[config.mk]
export PLATFORM = sky130hd
export DESIGN_NAME = mem_request_unit_flat
export DESIGN_NICKNAME = d
export VERILOG_FILES = /design/src/rtl/cpu_types_pkg.sv /design/src/rtl/mem_request_unit_if.sv /design/src/rtl/mem_request_unit_link_reg.sv /design/src/rtl/mem_request_unit.sv /design/src/flat_wrapper.sv
export SDC_FILE = /design/constraint.sdc
export NUM_CORES = 1
export LEC_CHECK = 0
export ABC_CLOCK_PERIOD_IN_PS = 4800
export CAP_MARGIN = 20
export CORE_ASPECT_RATIO = 0.7
export CORE_UTILIZATION = 48
export CTS_BUF_LIST = sky130_fd_sc_hd__clkbuf_4 sky130_fd_sc_hd__clkbuf_8
export DETAILED_ROUTE_END_ITERATION = 10
export MAX_ROUTING_LAYER = met4
export PLACE_DENSITY = 0.94
export SLEW_MARGIN = 20
export SYNTH_ARGS = -nofsm -noshare
export SYNTH_HDL_FRONTEND = slang
export SYNTH_SLANG_ARGS = --single-unit
[constraint.sdc]
create_clock -name CLK -period 4.8 [get_ports CLK]
set_clock_uncertainty 0.05 [all_clocks]
set_input_delay 0.96 -clock CLK [delete_from_list [all_inputs] [get_ports CLK]]
set_output_delay 0.96 -clock CLK [all_outputs]
set_load 0.01 [all_outputs]
[src/rtl/cpu_types_pkg.sv]
// Shared datapath types for the single-cycle core.
// Request sequencer states and the latched data-access bundle.
package cpu_types_pkg;

  typedef logic [31:0] word_t;

  typedef enum logic [1:0] {
    FETCH = 2'd0,
    DATA  = 2'd1,
    HALT  = 2'd2
  } reqstate_t;

  typedef struct packed {
    logic  ren;
    logic  wen;
    logic  atom;
    word_t addr;
    word_t store;
  } dreq_t;

endpackage

[src/rtl/mem_request_unit_if.sv]
// Control-unit / cache side signals of the memory request unit.
// master: the request unit; slave: control unit and caches.
interface mem_request_unit_if;
  import cpu_types_pkg::*;

  logic  cu_dREN;
  logic  cu_dWEN;
  logic  cu_halt;
  logic  cu_datomic;
  word_t cu_daddr;
  word_t cu_dstore;
  logic  ihit;
  logic  dhit;
  logic  imemREN;
  logic  dmemREN;
  logic  dmemWEN;
  word_t dmemaddr;
  word_t dmemstore;
  logic  pc_en;
  logic  wen_ok;
  logic  halt;
  word_t sc_result;

  modport master (
    input  cu_dREN, cu_dWEN, cu_halt, cu_datomic,
    input  cu_daddr, cu_dstore, ihit, dhit,
    output imemREN, dmemREN, dmemWEN,
    output dmemaddr, dmemstore,
    output pc_en, wen_ok, halt, sc_result
  );

  modport slave (
    output cu_dREN, cu_dWEN, cu_halt, cu_datomic,
    output cu_daddr, cu_dstore, ihit, dhit,
    input  imemREN, dmemREN, dmemWEN,
    input  dmemaddr, dmemstore,
    input  pc_en, wen_ok, halt, sc_result
  );

endinterface

[src/rtl/mem_request_unit_link_reg.sv]
// LL/SC link register: holds the reserved address and its valid bit.
// Only built when REQ_ATOMIC_EN is defined.
`ifdef REQ_ATOMIC_EN
module link_reg
  import cpu_types_pkg::*;
(
  input  logic  CLK,
  input  logic  nRST,
  input  logic  set_i,
  input  logic  clr_i,
  input  word_t addr_i,
  output logic  hit_o
);

  logic  valid_q, valid_d;
  word_t addr_q, addr_d;

  always_comb begin
    valid_d = valid_q;
    addr_d  = addr_q;
    if (clr_i) begin
      valid_d = 1'b0;
    end else if (set_i) begin
      valid_d = 1'b1;
      addr_d  = addr_i;
    end
  end

  always_ff @(posedge CLK or negedge nRST) begin
    if (!nRST) begin
      valid_q <= 1'b0;
      addr_q  <= '0;
    end else begin
      valid_q <= valid_d;
      addr_q  <= addr_d;
    end
  end

  assign hit_o = valid_q && (addr_q == addr_i);

endmodule
`endif

[src/rtl/mem_request_unit.sv]
// Memory request sequencer: fetch, held data access, commit pulse, halt.
// Define REQ_ATOMIC_EN to build the LL/SC link register.
module mem_request_unit
  import cpu_types_pkg::*;
#(
  parameter int CNT_W = 32
) (
  input  logic             CLK,
  input  logic             nRST,
  mem_request_unit_if.master bus,
  output logic [CNT_W-1:0] stall_cnt
);

  reqstate_t        state_q, state_d;
  dreq_t            req_q, req_d;
  logic             halt_q, halt_d;
  logic [CNT_W-1:0] cnt_q, cnt_d;

  logic imem, dren, dwen;
  logic commit, data_commit, stall;
  logic atom_in, link_hit;
  logic sc_op, sc_fail;

`ifdef REQ_ATOMIC_EN
  logic link_set, link_clr;

  assign atom_in  = bus.cu_datomic;
  assign link_set = data_commit & bus.dhit
                  & req_q.ren & req_q.atom;
  assign link_clr = data_commit & req_q.wen
                  & (req_q.atom | (bus.dhit & link_hit));

  link_reg u_link (
    .CLK    (CLK),
    .nRST   (nRST),
    .set_i  (link_set),
    .clr_i  (link_clr),
    .addr_i (req_q.addr),
    .hit_o  (link_hit)
  );
`else
  logic unused_atom;

  assign unused_atom = bus.cu_datomic;
  assign atom_in     = 1'b0;
  assign link_hit    = 1'b0;
`endif

  // A failing SC never writes and retires without waiting for dhit.
  assign sc_op   = req_q.wen & req_q.atom;
  assign sc_fail = sc_op & ~link_hit;

  always_comb begin
    state_d     = state_q;
    req_d       = req_q;
    halt_d      = halt_q;
    imem        = 1'b0;
    dren        = 1'b0;
    dwen        = 1'b0;
    commit      = 1'b0;
    data_commit = 1'b0;
    stall       = 1'b0;
    unique case (state_q)
      FETCH: begin
        imem  = 1'b1;
        stall = ~bus.ihit;
        if (bus.ihit) begin
          if (bus.cu_halt) begin
            state_d = HALT;
            halt_d  = 1'b1;
          end else if (bus.cu_dREN | bus.cu_dWEN) begin
            req_d.ren   = bus.cu_dREN;
            req_d.wen   = bus.cu_dWEN;
            req_d.atom  = atom_in;
            req_d.addr  = bus.cu_daddr;
            req_d.store = bus.cu_dstore;
            state_d     = DATA;
          end else begin
            commit = 1'b1;
          end
        end
      end
      DATA: begin
        dren        = req_q.ren;
        dwen        = req_q.wen & ~sc_fail;
        stall       = ~bus.dhit;
        commit      = bus.dhit | sc_fail;
        data_commit = commit;
        if (commit) state_d = FETCH;
      end
      HALT: begin
      end
      default: state_d = FETCH;
    endcase
    cnt_d = cnt_q;
    if (stall && (cnt_q != {CNT_W{1'b1}}))
      cnt_d = cnt_q + {{(CNT_W-1){1'b0}}, 1'b1};
  end

  always_ff @(posedge CLK or negedge nRST) begin
    if (!nRST) begin
      state_q <= FETCH;
      req_q   <= '0;
      halt_q  <= 1'b0;
      cnt_q   <= '0;
    end else begin
      state_q <= state_d;
      req_q   <= req_d;
      halt_q  <= halt_d;
      cnt_q   <= cnt_d;
    end
  end

  // Gate combinational outputs so nothing leaks out while in reset.
  assign bus.imemREN   = imem & nRST;
  assign bus.dmemREN   = dren & nRST;
  assign bus.dmemWEN   = dwen & nRST;
  assign bus.pc_en     = commit & nRST;
  assign bus.wen_ok    = commit & nRST;
  assign bus.halt      = halt_q;
  assign bus.dmemaddr  = req_q.addr;
  assign bus.dmemstore = req_q.store;
  assign bus.sc_result = {31'b0,
    data_commit & sc_op & link_hit & nRST};
  assign stall_cnt     = cnt_q;

endmodule

[src/flat_wrapper.sv]
// flat-port wrapper written by rule: the top's interface ports become plain ports
module mem_request_unit_flat import cpu_types_pkg::*;
#(
  parameter int CNT_W = 32
)
  (CLK, nRST, stall_cnt, bus_cu_dREN, bus_cu_dWEN, bus_cu_halt, bus_cu_datomic, bus_cu_daddr, bus_cu_dstore, bus_ihit, bus_dhit, bus_imemREN, bus_dmemREN, bus_dmemWEN, bus_dmemaddr, bus_dmemstore, bus_pc_en, bus_wen_ok, bus_halt, bus_sc_result);
  mem_request_unit_if bus_i ();
  input  logic CLK;
  input  logic nRST;
  output logic [CNT_W-1:0] stall_cnt;
  input wire logic [$bits(bus_i.cu_dREN)-1:0] bus_cu_dREN;
  input wire logic [$bits(bus_i.cu_dWEN)-1:0] bus_cu_dWEN;
  input wire logic [$bits(bus_i.cu_halt)-1:0] bus_cu_halt;
  input wire logic [$bits(bus_i.cu_datomic)-1:0] bus_cu_datomic;
  input wire logic [$bits(bus_i.cu_daddr)-1:0] bus_cu_daddr;
  input wire logic [$bits(bus_i.cu_dstore)-1:0] bus_cu_dstore;
  input wire logic [$bits(bus_i.ihit)-1:0] bus_ihit;
  input wire logic [$bits(bus_i.dhit)-1:0] bus_dhit;
  output wire logic [$bits(bus_i.imemREN)-1:0] bus_imemREN;
  output wire logic [$bits(bus_i.dmemREN)-1:0] bus_dmemREN;
  output wire logic [$bits(bus_i.dmemWEN)-1:0] bus_dmemWEN;
  output wire logic [$bits(bus_i.dmemaddr)-1:0] bus_dmemaddr;
  output wire logic [$bits(bus_i.dmemstore)-1:0] bus_dmemstore;
  output wire logic [$bits(bus_i.pc_en)-1:0] bus_pc_en;
  output wire logic [$bits(bus_i.wen_ok)-1:0] bus_wen_ok;
  output wire logic [$bits(bus_i.halt)-1:0] bus_halt;
  output wire logic [$bits(bus_i.sc_result)-1:0] bus_sc_result;
  assign bus_i.cu_dREN = bus_cu_dREN;
  assign bus_i.cu_dWEN = bus_cu_dWEN;
  assign bus_i.cu_halt = bus_cu_halt;
  assign bus_i.cu_datomic = bus_cu_datomic;
  assign bus_i.cu_daddr = bus_cu_daddr;
  assign bus_i.cu_dstore = bus_cu_dstore;
  assign bus_i.ihit = bus_ihit;
  assign bus_i.dhit = bus_dhit;
  assign bus_imemREN = bus_i.imemREN;
  assign bus_dmemREN = bus_i.dmemREN;
  assign bus_dmemWEN = bus_i.dmemWEN;
  assign bus_dmemaddr = bus_i.dmemaddr;
  assign bus_dmemstore = bus_i.dmemstore;
  assign bus_pc_en = bus_i.pc_en;
  assign bus_wen_ok = bus_i.wen_ok;
  assign bus_halt = bus_i.halt;
  assign bus_sc_result = bus_i.sc_result;
  mem_request_unit #(.CNT_W(CNT_W)) u_core (.CLK(CLK), .nRST(nRST), .bus(bus_i), .stall_cnt(stall_cnt));
endmodule
==> results_dict.tcl, run 1 <==
set metrics [dict create \
    status "completed" \
    end_kind "output pin" \
    period_needed_ns 3.95 \
    cp_data_required_time_ns 3.79 \
    fin_nets 591 \
    clk_pin_slew_ns 0.09 \
    grt_pass1_vias 3232 \
    maxCapViolCount 0 \
    yosysMostFrequentCell "dfrtp_1" \
    die_x_um 124 \
    hpwl_mm 7.88 \
    report.power.total_uw 2990 \
    dp.cells 635 \
    power_density_nw_per_um2 469 \
    cts_tree "yes" \
    vdd_drop_max_mv 0.347 \
    synth_seq_cells 101 \
    grt_max_degree 53 \
    maxUsedRoutingLayer "met4" \
    hold_class "in -> async" \
    tns_ns 0 \
    synth_top_area_frac 0.505 \
    syn-instance-count 409 \
    avgSynthCellArea_um2 12.2 \
    yosys.cell_types.count 39 \
    synth-edff-count 0 \
    finalCritPeriodShare 0.822 \
    drt_pass1_iterations 4 \
    die_area_um2 10800 \
    synth_common_cells "dfrtp_1, buf_4, mux2_2" \
    ff2ff_setup_slack_ns 2.15 \
    yosysWarnings 0 \
    path_class "in -> out" \
    wl_met3_um 789 \
    core.rowCount 30 \
    synthArstFlopShare 1.00 \
    antenna_found_initial 0 \
    drive_gt1_frac 0.177 \
    worstPathMaxFanout 4 \
    arrival_ns 2.94 \
    wl_met1_mm 4.30 \
    post_dp_cell_area_um2 6220 \
    instances_no_fill 649 \
    grt_setup_unrepaired "no" \
    reg2reg_from "u_core.stall_cnt[0]" \
    cts_resized 0 \
    place_congestion 0.770 \
    synth_flop_cell "dfrtp_1" \
    start_util 0.505 \
    synth.top_cells.by_area "dfrtp_1, buf_4, mux2_2, xor2_1, nand2_1" \
    grt_pass1_wl_mm 15.8 \
    io_buffers 172 \
    worst_pin_slew_ns 0.767 \
    wl_per_cell_um 16.0 \
    clock.fmax_ghz 0.253 \
    die_y_um 87.4 \
    maxSlewHeadroom 0.488 \
    drt_wl_total_mm 10.4 \
    p_leak_uw 0.00276 \
    antenna_cells 0 \
    grt.total_usage 0.195 \
    final_max_slew_viol_count 0 \
    netlist_area_um2 5000 \
    final_cell_area_um2 6380 \
    worstRegToRegCells 6 \
    setup-violations-final 0 \
    vias 3154 \
    drcViolationCount 0 \
    post_cts_buffers 0 \
    clock_latency_ns 0.36 \
    io-pin-count 206 \
    ys_seq_area_frac 0.505 \
    routed-wl-met2_mm 5.23 \
    synth_top_cell_by_area "dfrtp_1" \
    drt_iter0_markers 93 \
    clock_tree.root_cell "clkbuf_8" \
    htreeDepth 3 \
    worstSetupStartpointType "input pin" \
    numCtsBuffers 9 \
    clock_path_buffers 2 \
    coreArea_um2 9910 \
    cts_hold_buf 0 \
    r2r_end "u_core.stall_cnt[1]" \
    drtAntennaViolNets 0 \
    hold_viol_final 0 \
    cts_sinks 101 \
    syn_to_final_growth_pct 27.5 \
    final_core_util 0.644 \
    vias_per_cell 4.86 \
    grt_overflow 0 \
]
==> cell usage in the layout, fill, tap and decap left out, drive strengths merged, types with 2 or more instances in the layout <==
cell	n
inv	2
dfrtp	101
xnor2	8
nor4	6
and2	2
nand4	10
xor2	23
and3	7
nand3	8
nor2	10
clkinvlp	2
mux2	66
buf	4
and4	5
nor3	11
clkdlybuf4s50	171
nor2b	3
nand2	23
clkbuf	9
nor4b	2
nor3b	2
conb	32
==> layout make-up <==
cell class	count	area, µm²
clock inverter	5	37.5
fill	736	3530
multi-input combinational	231	1770
clock buffer	9	124
tap	128	160
timing repair buffer	175	1750
sequential	101	2530
==> cells by family (layout without fill, tap and decap cells) <==
family                     count (synthesis)  after routing  synth area share
buffers and inverters                    108            189             0.165
DFF                                      101            101             0.505
xor gates and xnor gates                  31             31            0.0543
other                                      1             32          0.000750
adders and majority gates                  1              1           0.00250
and+or+nand+nor                           94             94             0.109
muxes                                     66             66             0.149
AOI/OAI and AO/OA                          7              7            0.0138
==> worst max-delay path, cell delays in order <==
cell and delay (ns):
clkdlybuf4s50_1 0.54, nor4b_1 0.52, a22oi_1 0.15, nor2b_1 0.20, clkdlybuf4s50_1 0.57
==> metal layers <==
layer  track usage  vias to the layer above
li1              -                     1488
met1         0.234                     1525
met2         0.325                      133
met3        0.0596                        8
met4        0.0368                        0
met5             -                        -
==> state kept, by name (all words and copies together) (netlist names) <==
register	cells
u_core.req_q	2
u_core.bus.dmemaddr	32
u_core.stall_cnt	32
u_core.bus.dmemstore	32
u_core.bus.halt	1
u_core.state_q	2
==> where the power goes <==
part,switching (µW),internal [µW]
sequential,184,1160
clock,283,186
combinational,420,764
==> worst max path at each step <==
stage	startpoint	to	slack [ns]
floorplan	bus_cu_halt	bus_wen_ok	1.88
global placement	bus_ihit	bus_wen_ok	0.94
detailed placement	bus_ihit	bus_pc_en	0.86
CTS	bus_ihit	bus_pc_en	0.86
global route	bus_ihit	bus_wen_ok	0.72
finish	bus_ihit	bus_pc_en	0.85
==> metrics by stage <==
stage,hold slack (ns),worst slack (ns)
final,0.348,0.852
after global routing,0.325,0.718
after CTS,0.329,0.862
after detailed placement,0.423,0.856
after global placement,0.404,0.939
after floorplan,0.387,1.88
No activity file was read; power rests on OpenSTA's default activity.
==> inputs of run 2 (changes only) <==
--- a/config.mk
+++ b/config.mk
@@ -5,14 +5,14 @@
 export SDC_FILE = /design/constraint.sdc
 export NUM_CORES = 1
 export LEC_CHECK = 0
-export ABC_CLOCK_PERIOD_IN_PS = 4800
+export ABC_CLOCK_PERIOD_IN_PS = 3450
 export CAP_MARGIN = 20
 export CORE_ASPECT_RATIO = 0.7
-export CORE_UTILIZATION = 48
+export CORE_UTILIZATION = 40
 export CTS_BUF_LIST = sky130_fd_sc_hd__clkbuf_4 sky130_fd_sc_hd__clkbuf_8
 export DETAILED_ROUTE_END_ITERATION = 10
 export MAX_ROUTING_LAYER = met4
-export PLACE_DENSITY = 0.94
+export PLACE_DENSITY = 0.84
 export SLEW_MARGIN = 20
 export SYNTH_ARGS = -nofsm -noshare
 export SYNTH_HDL_FRONTEND = slang
==> constraint.sdc (replaced) <==
create_clock -name CLK -period 3.45 [get_ports CLK]
set_clock_uncertainty 0.05 [all_clocks]
set_input_delay 0.69 -clock CLK [delete_from_list [all_inputs] [get_ports CLK]]
set_output_delay 0.69 -clock CLK [all_outputs]
set_load 0.01 [all_outputs]
==> results_dict.tcl, run 2 (synthesis gave the netlist of run 1 again) <==
set metrics [dict create \
    grt_pass1_wl_mm 15.6 \
    antenna_cells 0 \
    drt_wl_total_mm 9.93 \
    ff2ff_setup_slack_ns 0.88 \
    power_density_nw_per_um2 666 \
    cts_tree "yes" \
    worstPathMaxFanout 4 \
    hold_viol_final 0 \
    grt.total_usage 0.160 \
    cts_resized 0 \
    grt_setup_unrepaired "no" \
    vias_per_cell 4.71 \
    worstRegToRegCells 6 \
    grt_overflow 0 \
    fin_nets 593 \
    r2r_end "u_core.stall_cnt[1]" \
    cp_data_required_time_ns 2.71 \
    clock_path_buffers 2 \
    setup_ws_ns 0.268 \
    drt_iter0_markers 145 \
    finalCritPeriodShare 0.922 \
    drt_pass1_iterations 4 \
    io-pin-count 206 \
    final_cell_mix "clkdlybuf4s50_1, dfrtp_1, mux2_2" \
    reg2reg_from "u_core.stall_cnt[0]" \
    clk_pin_slew_ns 0.09 \
    wl_per_cell_um 14.6 \
    arrival_ns 2.44 \
    coreArea_um2 11900 \
    syn_to_final_growth_pct 30.0 \
    io_buffers 172 \
    die_area_um2 13000 \
    setup-violations-final 0 \
    fin_hold_ws_ns 0.119 \
    maxCapViolCount 0 \
    core.rowCount 33 \
    dp.cells 666 \
    worst_pin_slew_ns 0.765 \
    tns_ns 0 \
    antenna_found_initial 0 \
    nFillCells 989 \
    pre_cts_ws_ns 0.259 \
    drtAntennaViolNets 0 \
    grt_max_degree 54 \
    post_cts_buffers 0 \
    clock.fmax_ghz 0.314 \
    cts_sinks 101 \
    numCtsBuffers 9 \
    final_max_slew_viol_count 0 \
    clock_tree.root_cell "clkbuf_8" \
    grt_pass1_vias 3220 \
    p_leak_uw 0.00281 \
    cts_hold_buf 0 \
    end_kind "output pin" \
    period_needed_ns 3.18 \
    vias 3213 \
    place_congestion 0.823 \
    hold_class "in -> async" \
    path_class "in -> out" \
    clock_latency_ns 0.36 \
    worstSetupStartpointType "input pin" \
    hpwl_mm 7.37 \
    status "completed" \
    maxSlewHeadroom 0.489 \
    vdd_drop_max_mv 0.373 \
    layout_commonest_cell "clkdlybuf4s50_1" \
    drive_gt1_frac 0.183 \
    drcViolationCount 0 \
    instances_no_fill 682 \
    htreeDepth 3 \
    die_y_um 95.6 \
    die_x_um 136 \
    start_util 0.419 \
]
-- run 2: final cells by class --
cell class	count	area, µm²	share of cell area
Clock inverter	5	82.6	0.0127
Clock buffer	11	151	0.0233
Tap cell	157	196	0.0302
Timing Repair Buffer	177	1770	0.272
Sequential cell	101	2530	0.389
Multi-Input combinational cell	231	1770	0.273
-- run 2: worst max path at each step --
stage / from / endpoint / slack [ns] / cells after the start
finish: bus_ihit / bus_wen_ok / 0.27 / 5
global route: bus_ihit / bus_pc_en / 0.13 / 5
CTS: bus_ihit / bus_pc_en / 0.25 / 5
detailed placement: bus_ihit / bus_pc_en / 0.26 / 5
global placement: bus_ihit / bus_pc_en / 0.31 / 5
floorplan: bus_cu_halt / bus_wen_ok / 1.07 / 4
-- run 2: worst max-delay path, stage by stage --
cell             delay [ns]
clkdlybuf4s50_1        0.53
nor4b_1                0.37
a22oi_1                0.12
nor2b_1                0.17
clkdlybuf4s50_1        0.56
-- run 2: per-stage QoR --
stage	util	power, µW	area (µm²)
after floorplan	-	3020	5120
after global placement	0.525	3470	6270
after detailed placement	0.525	3530	6270
after CTS	0.545	4400	6500
after global routing	0.545	4590	6500
final	0.545	4330	6500
-- run 2: power by group --
part	internal, µW	total [µW]	leakage, µW	switching, µW
sequential	1610	1850	0.00126	245
combinational	1060	1630	0.00143	567
clock	450	846	0.000120	396
total	3120	4330	0.00281	1210
-- run 2: metal layers --
metal  GRT usage  wire length [µm]  vias up
met3      0.0415               644       11
met5           -                 0        -
met4      0.0421                81        0
met1       0.196              4420     1588
met2       0.264              4790      118
li1            -                 -     1496
==> edit, RTL diff (settings of run 1) <==
Add a define of `REQ_ATOMIC_EN`.
--- a/src/rtl/mem_request_unit_link_reg.sv
+++ b/src/rtl/mem_request_unit_link_reg.sv
@@ -1,5 +1,7 @@
 // LL/SC link register: holds the reserved address and its valid bit.
 // Only built when REQ_ATOMIC_EN is defined.
+`define REQ_ATOMIC_EN
+
 `ifdef REQ_ATOMIC_EN
 module link_reg
   import cpu_types_pkg::*;
Behaviour: not the same (a bounded check fails within 4 cycles, from zero or initial values and one cycle with nRST low).
==> edit against run 1 <==
First-iteration DRC count grew 120%; via count is 40% higher; design area grew 34%; highest routed layer unchanged; setup slack worse by 260 ps; non-clock buffer count grew 5; wire length rose by 42%; sequential cell count increased by 34; synthesized area rose by 34%; critical path depth is 1 higher; critical path type is now register to primary output; sequential power up 35%; cell count rose by 34%; maximum frequency shrank 6.1%; total power increased by 48%.
==> edit: results (changes against run 1) <==
metric,value,unit,change
route.met2.wl,7053,um,was 5230 um
place.gp.congestion,0.8774,,was 0.7704
worstMarginPinSlew,1147,ps,was 767.1 ps
drt-initial-drc-count,202,,was 93
multi_input_area,2629,um^2,was 1774 um^2
r2r_start,u_core.state_q[0],,was u_core.stall_cnt[0]
timing.rr.end,u_core.stall_cnt[24],,was u_core.stall_cnt[1]
layout.non_clock_buffers,180,,was 175
synthTopCellsByArea,"dfrtp_1 (51%), mux2_2 (17%), buf_4 (11%), xnor2_1 (5.4%), xor2_1 (2.7%)",,"was dfrtp_1 (51%), buf_4 (15%), mux2_2 (15%), xor2_1 (4.0%), nand2_1 (1.7%)"
reg2reg_depth,5,,was 6
cts_buffers,17,,was 9
wl_met1,6339,um,was 4304 um
die-area,14420,um^2,was 10840 um^2
ff2ff_setup_slack,2180,ps,was 2150 ps
highest_layer,met4,,unchanged
grt_usage,22.16,%,was 19.46%
grt_use_met2,35.98,%,was 32.53%
status,"finished, final reports clean",,unchanged
hpwl,10950,um,was 7876 um
wl,14710,um,was 10380 um
clk_pin_slew,80,ps,
cts_sinks,135,,was 101
viasPerCell,5.098,,was 4.860
buf_share,21.12,%,was 27.51%
met1_usage,26.68,%,was 23.40%
fillers,1017,,was 736
grt_pass1_vias,4655,,was 3232
clkbuf_count,20,,was 9
seq_share,39.62,%,was 39.63%
met3_usage,6.413,%,was 5.955%
final-clk-cell-share,5.459,%,was 2.531%
multi_input_gates,331,,was 231
grt_pass1_wl,23490,um,was 15770 um
io_buffers,174,,was 172
grt_max_degree,55,,was 53
crit_slowest_cell,or4_1,,was clkdlybuf4s50_1
inv_count,6,,was 0
stdcell_area,8527,um^2,was 6377 um^2
crit_arrival,3190,ps,was 2940 ps
ys_types,43,,was 39
synth_commonest_cells,"dfrtp_1 (135), mux2_2 (99), buf_4 (96), xnor2_1 (41), nand2_1 (27)",,"was dfrtp_1 (101), buf_4 (99), mux2_2 (65), nand2_1 (23), xor2_1 (23)"
crit_family,simple AND/OR/NAND/NOR gates,,was buffers and inverters
htreeDepth,4,,was 3
peakVddDrop,0.4463,mV,was 0.3469 mV
ys_seq_area_share,50.51,%,was 50.53%
max_stage_delay,550,ps,was 570 ps
final_nets,744,,was 591
place_area,8061,um^2,was 6216 um^2
layout-drive-gt1-share,21.08,%,was 17.66%
p_leak,3.674,nW,was 2.756 nW
post-place-ws,788.1,ps,was 856.2 ps
[edit: cell types whose count changed in the layout (fill, tap and decap cells not counted), sizes merged, moves of 5 or more]
cell / change
dfrtp: +34
nor3: -6
mux2: +33
clkbuf: +11
bufinv: +5
nand4: +9
xnor2: +33
inv: +5
nand3: +5
[edit: cells by family after synthesis]
family,Yosys count,synth area share (%)
compound gates,18,2.095
xor+xnor,62,8.118
fa+ha+maj,1,0.1870
buf+inv,114,11.99
flops,135,50.51
mux,100,16.82
other cells,1,0.05606
simple gates,119,10.23
[edit: report_power, final]
part	internal (mW)	switching [mW]	total, mW
sequential	1.48	0.329	1.81
combinational	0.945	0.602	1.55
clock	0.652	0.434	1.09
total	3.07	1.37	4.44
[edit: per-stage QoR]
step	hold slack (ps)	std cells
after floorplan	407.3	580
after global placement	401.0	837
after detailed placement	411.6	837
after CTS	406.0	868
after global routing	415.9	868
final	413.1	868
